--- src/rtl/uoram_frontend_ctrl.sv ---
`default_nettype none
// ============================================================================
// Module   : uoram_frontend_ctrl
// Brief    : Unified ORAM frontend control. Walks the recursive PosMap through
//            the PLB, then issues backend commands in reverse order.
//            Optional: define UORAM_RANGE_CHECK_EN for sticky out-of-range error.
// Revision : 1.0 - initial release
// ============================================================================
module uoram_frontend_ctrl #(
    parameter int ORAMU           = 32,
    parameter int NUM_VALID_BLOCK = 1024,
    parameter int LEAF_IN_BLOCK   = 16,
    parameter int RECURSION       = 3,
    parameter int ENABLE_PLB      = 1,
    parameter int BECMD_WIDTH     = 2,
    parameter int DM_WIDTH        = 8
) (
    input  logic                   clk,
    input  logic                   rst_n,
    output logic                   o_CmdInReady,
    input  logic                   i_CmdInValid,
    input  logic [BECMD_WIDTH-1:0] i_CmdIn,
    input  logic [ORAMU-1:0]       i_ProgAddrIn,
    input  logic [DM_WIDTH-1:0]    i_WMaskIn,
    input  logic                   i_PPPCmdReady,
    output logic                   o_PPPCmdValid,
    output logic [1:0]             o_PPPCmd,
    output logic [ORAMU-1:0]       o_PPPAddrIn,
    output logic                   o_PPPRefill,
    input  logic                   i_PPPValid,
    input  logic                   i_PPPHit,
    input  logic                   i_PPPUnInit,
    input  logic                   i_PPPEvict,
    input  logic [ORAMU-1:0]       i_PPPAddrOut,
    output logic                   o_PPPOutReady,
    input  logic                   i_PPPRefillDataValid,
    input  logic                   i_PPPEvictDataEmpty,
    input  logic                   i_CmdOutReady,
    output logic                   o_CmdOutValid,
    output logic [BECMD_WIDTH-1:0] o_CmdOut,
    output logic [ORAMU-1:0]       o_AddrOut,
    output logic [DM_WIDTH-1:0]    o_WMaskOut,
    output logic                   o_SwitchReq,
    output logic                   o_DataBlockReq,
    output logic                   o_InitRequest,
    input  logic                   i_ExpectingProgramData,
    input  logic                   i_FakeAccess,
    output logic                   o_ErrorOutOfRange
);

    localparam int QW = (RECURSION > 1) ? $clog2(RECURSION) : 1;
    localparam logic [QW-1:0]          c_qmax          = QW'(RECURSION - 1);
    localparam logic [ORAMU-1:0]       c_nvb           = ORAMU'(NUM_VALID_BLOCK);
    localparam logic [ORAMU-1:0]       c_lib           = ORAMU'(LEAF_IN_BLOCK);
    localparam logic                   c_plb_off       = (ENABLE_PLB == 0);
    localparam logic [BECMD_WIDTH-1:0] c_becmd_append  = BECMD_WIDTH'(1);
    localparam logic [BECMD_WIDTH-1:0] c_becmd_readrmv = BECMD_WIDTH'(3);
    localparam logic [1:0] c_cache_write      = 2'd0;
    localparam logic [1:0] c_cache_read       = 2'd1;
    localparam logic [1:0] c_cache_refill     = 2'd2;
    localparam logic [1:0] c_cache_initrefill = 2'd3;

    logic                   r_preparing, r_accessing, r_refill_started;
    logic                   r_init_refill, r_lookup;
    logic [QW-1:0]          r_qdepth;
    logic [ORAMU-1:0]       r_addrq [RECURSION];
    logic [BECMD_WIDTH-1:0] r_last_cmd;
    logic [DM_WIDTH-1:0]    r_last_mask;

    logic w_fake_miss, w_miss, w_uninit, w_accept, w_dbr, w_init_req;
    logic w_fire, w_switch, w_refill, w_below_top, w_err;
    logic [QW-1:0]    w_qinc;
    logic [ORAMU-1:0] w_cur_addr;

    assign w_below_top = r_qdepth < c_qmax;
    assign w_qinc      = r_qdepth + 1'b1;
    assign w_cur_addr  = r_addrq[r_qdepth];

    // Without a PLB every level below the top is forced to miss so the whole
    // PosMap chain is looked up, as a plain recursive ORAM would.
    assign w_fake_miss = c_plb_off && r_preparing && i_PPPValid && w_below_top;
    assign w_miss      = i_PPPValid && (!i_PPPHit || w_fake_miss);
    assign w_uninit    = i_PPPValid && i_PPPHit && i_PPPUnInit;

    assign o_CmdInReady = !r_preparing && !r_accessing && !i_ExpectingProgramData
                          && i_PPPCmdReady && !i_FakeAccess;
    assign w_accept     = o_CmdInReady && i_CmdInValid;

    assign w_dbr        = r_accessing && (r_qdepth == '0);
    assign w_init_req   = w_dbr && w_uninit;
    assign o_CmdOutValid = r_accessing && i_PPPValid && !w_err
                           && ((i_PPPHit && !i_PPPUnInit) || w_init_req || i_PPPEvict);
    assign w_fire       = o_CmdOutValid && i_CmdOutReady;
    assign w_switch     = r_accessing && ((w_fire && !i_PPPEvict) || (!w_dbr && w_uninit));

    assign o_DataBlockReq = w_dbr;
    assign o_InitRequest  = w_init_req;
    assign o_SwitchReq    = w_switch;

    always_comb begin
        o_CmdOut   = c_becmd_readrmv;
        o_WMaskOut = '0;
        o_AddrOut  = w_cur_addr;
        if (i_PPPEvict || w_init_req) begin
            o_CmdOut = c_becmd_append;
        end else if (w_dbr) begin
            o_CmdOut   = r_last_cmd;
            o_WMaskOut = r_last_mask;
        end
        if (i_PPPEvict) begin
            o_AddrOut = c_nvb + i_PPPAddrOut / c_lib;
        end
    end

    assign w_refill      = r_accessing && (i_PPPRefillDataValid || r_init_refill);
    assign o_PPPRefill   = w_refill;
    assign o_PPPCmdValid = r_lookup || (w_refill && !r_refill_started);
    assign o_PPPAddrIn   = w_cur_addr;

    always_comb begin
        o_PPPCmd = c_cache_write;
        if (w_refill) begin
            o_PPPCmd = r_init_refill ? c_cache_initrefill : c_cache_refill;
        end else if (r_preparing && c_plb_off && w_below_top) begin
            o_PPPCmd = c_cache_read;
        end
    end

    assign o_PPPOutReady = r_preparing ? w_miss
                         : ((w_miss && !i_PPPEvict) || (w_uninit && r_qdepth != '0) || i_CmdOutReady);

    always_ff @(posedge clk or negedge rst_n) begin
        if (!rst_n) begin
            r_preparing      <= 1'b0;
            r_accessing      <= 1'b0;
            r_refill_started <= 1'b0;
            r_init_refill    <= 1'b0;
            r_lookup         <= 1'b0;
            r_qdepth         <= '0;
            r_last_cmd       <= '0;
            r_last_mask      <= '0;
            for (int i = 0; i < RECURSION; i++) begin
                r_addrq[i] <= '0;
            end
        end else begin
            if (w_accept) begin
                r_last_cmd  <= i_CmdIn;
                r_last_mask <= i_WMaskIn;
                r_qdepth    <= '0;
                r_addrq[0]  <= i_ProgAddrIn;
            end else if (r_preparing && w_miss && w_below_top) begin
                r_addrq[w_qinc] <= c_nvb + w_cur_addr / c_lib;
                r_qdepth        <= w_qinc;
            end else if (w_switch && r_qdepth != '0) begin
                r_qdepth <= r_qdepth - 1'b1;
            end

            if (r_preparing && i_PPPValid && !w_miss) begin
                r_preparing <= 1'b0;
            end else if (w_accept) begin
                r_preparing <= 1'b1;
            end

            if (w_switch && w_dbr) begin
                r_accessing <= 1'b0;
            end else if (r_preparing && i_PPPValid && !w_miss) begin
                r_accessing <= 1'b1;
            end

            if (w_switch) begin
                r_refill_started <= 1'b0;
            end else if (w_refill && i_PPPCmdReady) begin
                r_refill_started <= 1'b1;
            end

            if (r_init_refill && i_PPPCmdReady) begin
                r_init_refill <= 1'b0;
            end else if (w_switch && !w_dbr && w_uninit) begin
                r_init_refill <= 1'b1;
            end

            if (r_accessing && w_switch) begin
                r_lookup <= 1'b0;
            end else if (w_accept) begin
                r_lookup <= 1'b1;
            end else if (r_preparing) begin
                r_lookup <= w_miss;
            end else begin
                r_lookup <= r_refill_started && i_PPPCmdReady && i_PPPEvictDataEmpty;
            end
        end
    end

`ifdef UORAM_RANGE_CHECK_EN
    logic r_err;
    always_ff @(posedge clk or negedge rst_n) begin
        if (!rst_n) begin
            r_err <= 1'b0;
        end else if (w_accept && i_ProgAddrIn >= c_nvb) begin
            r_err <= 1'b1;
        end
    end
    assign w_err = r_err;
`else
    assign w_err = 1'b0;
`endif

    assign o_ErrorOutOfRange = w_err;

endmodule
`default_nettype wire

--- config.mk ---
export PLATFORM = sky130hd
export DESIGN_NAME = uoram_frontend_ctrl
export DESIGN_NICKNAME = d
export VERILOG_FILES = /design/src/rtl/uoram_frontend_ctrl.sv
export SDC_FILE = /design/constraint.sdc
export NUM_CORES = 1
export LEC_CHECK = 0
export BUFFER_PORTS_ARGS = -buffer_cell sky130_fd_sc_hd__buf_2
export CAP_MARGIN = 30
export CORE_MARGIN = 1
export CORE_UTILIZATION = 25
export DETAILED_ROUTE_END_ITERATION = 16
export SYNTH_ARGS = -nofsm -noshare
export SYNTH_HDL_FRONTEND = slang
export SYNTH_SLANG_ARGS = --single-unit
--- constraint.sdc ---
create_clock -name clk -period 5.8 [get_ports clk]
set_clock_uncertainty 0.15 [all_clocks]
set_input_delay 0.87 -clock clk [delete_from_list [all_inputs] [get_ports clk]]
set_output_delay 0.87 -clock clk [all_outputs]
set_load 0.05 [all_outputs]
### After elaboration in Yosys (flattened, before gate mapping)

Index checks and enable logic that the tools add are counted.
W data, S select, Z words.

* register bits: 113
* input port bits: 87

* $add $sub $neg: 4
* reduce and logical (&&, ||, !) cells: 62
* order comparisons: 4
* mux-type cells: 30
* bitwise logic cells: 3

Operators with widths (number)
* $mux W32: 5
* $bwmux W96: 1
* $mux W96: 1
* $bmux W32 S2: 1
* $demux W32 S2: 1
* $add A11 B28 Y29 const A: 2
* $logic_and A1 B1 Y1: 35
* $mux W8: 2
* $mux W1: 13
* $mux W2: 6
* $reduce_bool A2 Y1: 6
* $logic_not A1 Y1: 10
* $logic_or A1 B1 Y1: 8
* $ge A3 B3 Y1 const B: 2
* $not A2 Y3: 2
* $lt A3 B1 Y1 const B: 1
* $reduce_bool A3 Y1: 1
* $add A2 B1 Y2 const B: 1
* $logic_not A2 Y1: 1
* $lt A2 B2 Y1 const B: 1
* $reduce_and A2 Y1: 1
* $sub A2 B1 Y2 const B: 1
* $not A1 Y1: 1

### Logic depth before layout (Yosys ltp)

* word-level depth: 14
* depth in mapped cells: 12
* gate-level depth less buffers: 8

### Worst setup path after synthesis

OpenSTA, ideal clock, no wires.

* path kind: register to output
* from: reg r_qdepth[1]
* to: out o_AddrOut[0]
* stages on the path, launching flop included: 8
* setup slack: 1.798 ns
* data arrival time: 2.982 ns
* buffers on the path: 4
* cells stage by stage: dfrtp_1 -> buf_6 -> buf_6 -> buf_2 -> buf_2 -> mux2i_1 -> o21ai_0 -> mux2_2

* word-level cells in the longest chain between the ends: 5

RTL lines
* start, declared: line 65 `logic [QW-1:0] r_qdepth;`
* start signal, assigned: line 153 `r_qdepth <= w_qinc;`
* start signal, assigned: line 155 `r_qdepth <= r_qdepth - 1'b1;`
* $not A2 Y3 (not written as such): line 77 `assign w_cur_addr = r_addrq[r_qdepth];`
* $bmux W32 S2: line 77
* $mux W32 (not written as such) (2 in a row): line 77
* net o_PPPAddrIn[0]: line 28 `output logic [ORAMU-1:0] o_PPPAddrIn,`
* $mux W32: line 110 `if (i_PPPEvict) begin`
* end, declared: line 41 `output logic [ORAMU-1:0] o_AddrOut,`

The timed path passes the listed nets, and every way through them passes these cells. The select of a mux whose other input is x is not followed.

### Worst setup path in the final report

* from: reg r_qdepth[0]
* to: out o_AddrOut[24]

* word-level cells in the longest chain between the ends: 5

RTL lines (line)
* $not A2 Y3 (not written as such): 77
* $bmux W32 S2: 77
* $mux W32 (not written as such) (2 in a row): 77
* $mux W32: 110

Every way passes these cells. The select of a mux whose other input is x is not followed.

==> out/results.tsv <==
metric	value	unit
synth.ff_latch_count	107	
chipWidth	158	µm
switchingPower	1.66	mW
synth_ff_type	dfrtp_1	
fin_cells	1112	
port_buffers	166	
critPathArrivalTime	2.97	ns
worst_pin_slew	0.980	ns
totalWireLength	17500	µm
htreeDepth	3	
rsz0062_at_grt	false	
grt_use_met3	0.0222	
io-pin-count	172	
clockBufferDepth	2	
first_pass_iters	5	
grt_max_degree	62	
cts_setup_buffers	0	
cpPeakStageDelay	0.71	ns
top_usage_layer	met2	
first_global_vias	4948	
drt-initial-drc-count	301	
switching_share	0.472	
core_area	0.0236	mm²
synth_edf_count	0	
crit_chain	and2b_1 > buf_4 > o2bb2ai_1 > nor2_1 > a21oi_1 > buf_2	
hold_depth	2	
critPathCaptureType	output pin	
slowest_stage	dfrtp_2	
cp_max_fo	23	
finalWorstSetupSlack	1.81	ns
hp-class	reg -> reg	
p_int	1.86	mW
r2r-start	r_qdepth[0]$_DFFE_PN0P_	
yosys.area.top_type_share	0.442	
initial_utilization	0.257	
worst-path-stages	6	
cts_sinks	107	
synth-async-reset-ratio	1.00	
synth_nets	737	
grt-ovfl-total	0	
reg2reg_to	r_addrq[59]$_DFFE_PN0P_	
reg2reg_slack	2.27	ns
status	complete, no violations	
vias_per_cell	4.61	
p_per_area	468	mW/mm²
use_met1	0.192	
clkLatencyLatePin	0.35	ns
cts_buffers	9	
worstRegToRegCells	7	
track_usage	0.144	
setup-tns-final	0	ns
fin_crit_sh	0.688	
die_area	0.0249	mm²
met2_usage	0.239	
cts_hold_repair.buffers	0	
worst-path-buf-inv	2	
cts.clk_slew.worst_paths	0.07	ns
comb_power_share	0.477	
slew_violations	0	
netlist_instances	644	
setup_viol	0	
p_clk_frac	0.198	
ys_types	49	
num_vias	5125	
cp-start-kind	flip-flop	
areaGrowthSynthToFinish	24.3	%
ys_warn_count	0	
clock-root-buffer	clkbuf_16	
tritoncts	done	
p_leak	3.54	nW
num_antenna_cells	0	
synth.yosys.seq_area_share	0.442	
critPathTopFamily	flip-flops	
clock.fmax	251	MHz
slew_headroom	0.345	
nNetsFinal	881	
post_cts_resized	0	
cp-endpoint	o_AddrOut[24]	
avgSynthCellArea	9.41	µm²
dpl.hpwl	12400	µm
drcViolationCount	0	
dp_slack	2.10	ns
post_drt_wl_per_cell	15.7	µm
gp_congestion	0.715	
startpoint	r_qdepth[0]$_DFFE_PN0P_	
antenna_found_initial	0	
peakVddDrop	165	µV
drv_cap	0	
dpl.cell_count	1096	
synth_top_area_cell	dfrtp_1	
synth_area_leaders	dfrtp_1 (44%), nand2_1 (5.7%), o21ai_0 (5.5%)	
die_h	158	µm
grt_pass1_wl	27500	µm
crit_type	reg -> out	
hold_violations	0	
final_layout_size_suffix_gt1_frac	0.308	
syn_area	0.00606	mm²
ant_nets	0	
fp-row-count	56	
period_needed	3.99	ns
p_seq_frac	0.326	
crit_required	4.78	ns
-- cell families (layout without fill, tap and decap cells) --
kind of cell | count (synthesis) | in the layout | share of synthesized area
flip-flops | 107 | 107 | 0.442
AND/OR/NAND/NOR | 214 | 214 | 0.171
AO/OA/AOI/OAI | 168 | 168 | 0.187
XOR/XNOR | 33 | 33 | 0.0477
multiplexers | 53 | 53 | 0.0923
other | 1 | 1 | 0.000619
buffers and inverters | 62 | 211 | 0.0471
adder cells (fa/ha/maj) | 6 | 6 | 0.0124
-- flip-flops by register name, indices dropped and copies added, names as in the netlist --
signal / flops
r_accessing: 1
r_addrq: 90
r_init_refill: 1
r_last_cmd: 2
r_last_mask: 8
r_lookup: 1
r_preparing: 1
r_qdepth: 2
r_refill_started: 1
-- cells in the mapped netlist, types with 10 or more instances --
library cell  number
mux2i_1           30
dfrtp_1          107
nor2_1            59
o21ai_0           67
nand3_1           11
a221o_1           10
inv_1             19
a22oi_1           19
a21oi_1           32
o21ai_1           12
xor2_1            11
and2_1            13
xnor2_1           22
mux2_2            23
clkbuf_1          28
nand2_1           92
-- worst register-to-register path, cell delays in order (launching register included) --
cell	delay [ns]
dfrtp_2	0.71
and2b_1	0.63
buf_4	0.39
o2bb2ai_2	0.27
nand4_1	0.44
nor4_2	0.50
xnor2_1	0.21
o21ai_1	0.09
-- layer usage --
layer	share of wire	wire length, µm
met1	0.46	8090
met2	0.50	8670
met3	0.032	563
met4	0.0090	157
met5	0	0
-- power groups by stage --
stage / Combinational [mW] / Sequential [mW] / Clock [mW]
floorplan: 1.38 / 1.07 / 0
global placement: 1.69 / 1.16 / 0
detailed placement: 1.71 / 1.16 / 0
CTS: 1.71 / 1.15 / 0.715
global route: 1.82 / 1.18 / 0.745
finish: 1.68 / 1.15 / 0.698
-- layout by cell type, fill, tap and decap left out, drive strengths merged, types with 14 or more instances in the layout --
master   synthesis  layout
xnor2           22      22
o2bb2ai         14      14
buf             15     176
a22oi           19      19
mux2i           30      30
o21ai           80      80
nor2            59      59
a21oi           32      32
dfrtp          107     107
inv             19      19
mux2            23      23
nand2           92      92
-- worst min path at each step --
stage,startpoint,slack [ns],to
after floorplan,r_addrq[74]$_DFFE_PN0P_,0.30,r_addrq[74]$_DFFE_PN0P_
after global routing,r_addrq[47]$_DFFE_PN0P_,0.35,r_addrq[47]$_DFFE_PN0P_
after CTS,r_addrq[74]$_DFFE_PN0P_,0.33,r_addrq[74]$_DFFE_PN0P_
after global placement,r_addrq[26]$_DFFE_PN0P_,0.31,r_addrq[26]$_DFFE_PN0P_
final,r_addrq[18]$_DFFE_PN0P_,0.33,r_addrq[18]$_DFFE_PN0P_
after detailed placement,r_addrq[74]$_DFFE_PN0P_,0.32,r_addrq[74]$_DFFE_PN0P_
-- final cells by class --
cell class / count / area [µm²]
Fill cell: 2497 / 16100
Multi-Input combinational cell: 475 / 3110
Sequential cell: 107 / 2680
Timing Repair Buffer: 176 / 938
Tap cell: 319 / 399
Clock buffer: 13 / 270
Inverter: 19 / 71.3
Clock inverter: 3 / 68.8
-- stage by stage --
stage	hold WS, ns	total power [mW]	util	area, µm²
after floorplan	0.295	2.44	-	6060
after global placement	0.310	2.85	0.303	7140
after detailed placement	0.315	2.87	0.305	7200
after CTS	0.333	3.58	0.319	7530
after global routing	0.354	3.75	0.319	7530
final	0.330	3.53	0.319	7530
No activity file was read; power rests on OpenSTA's default activity.
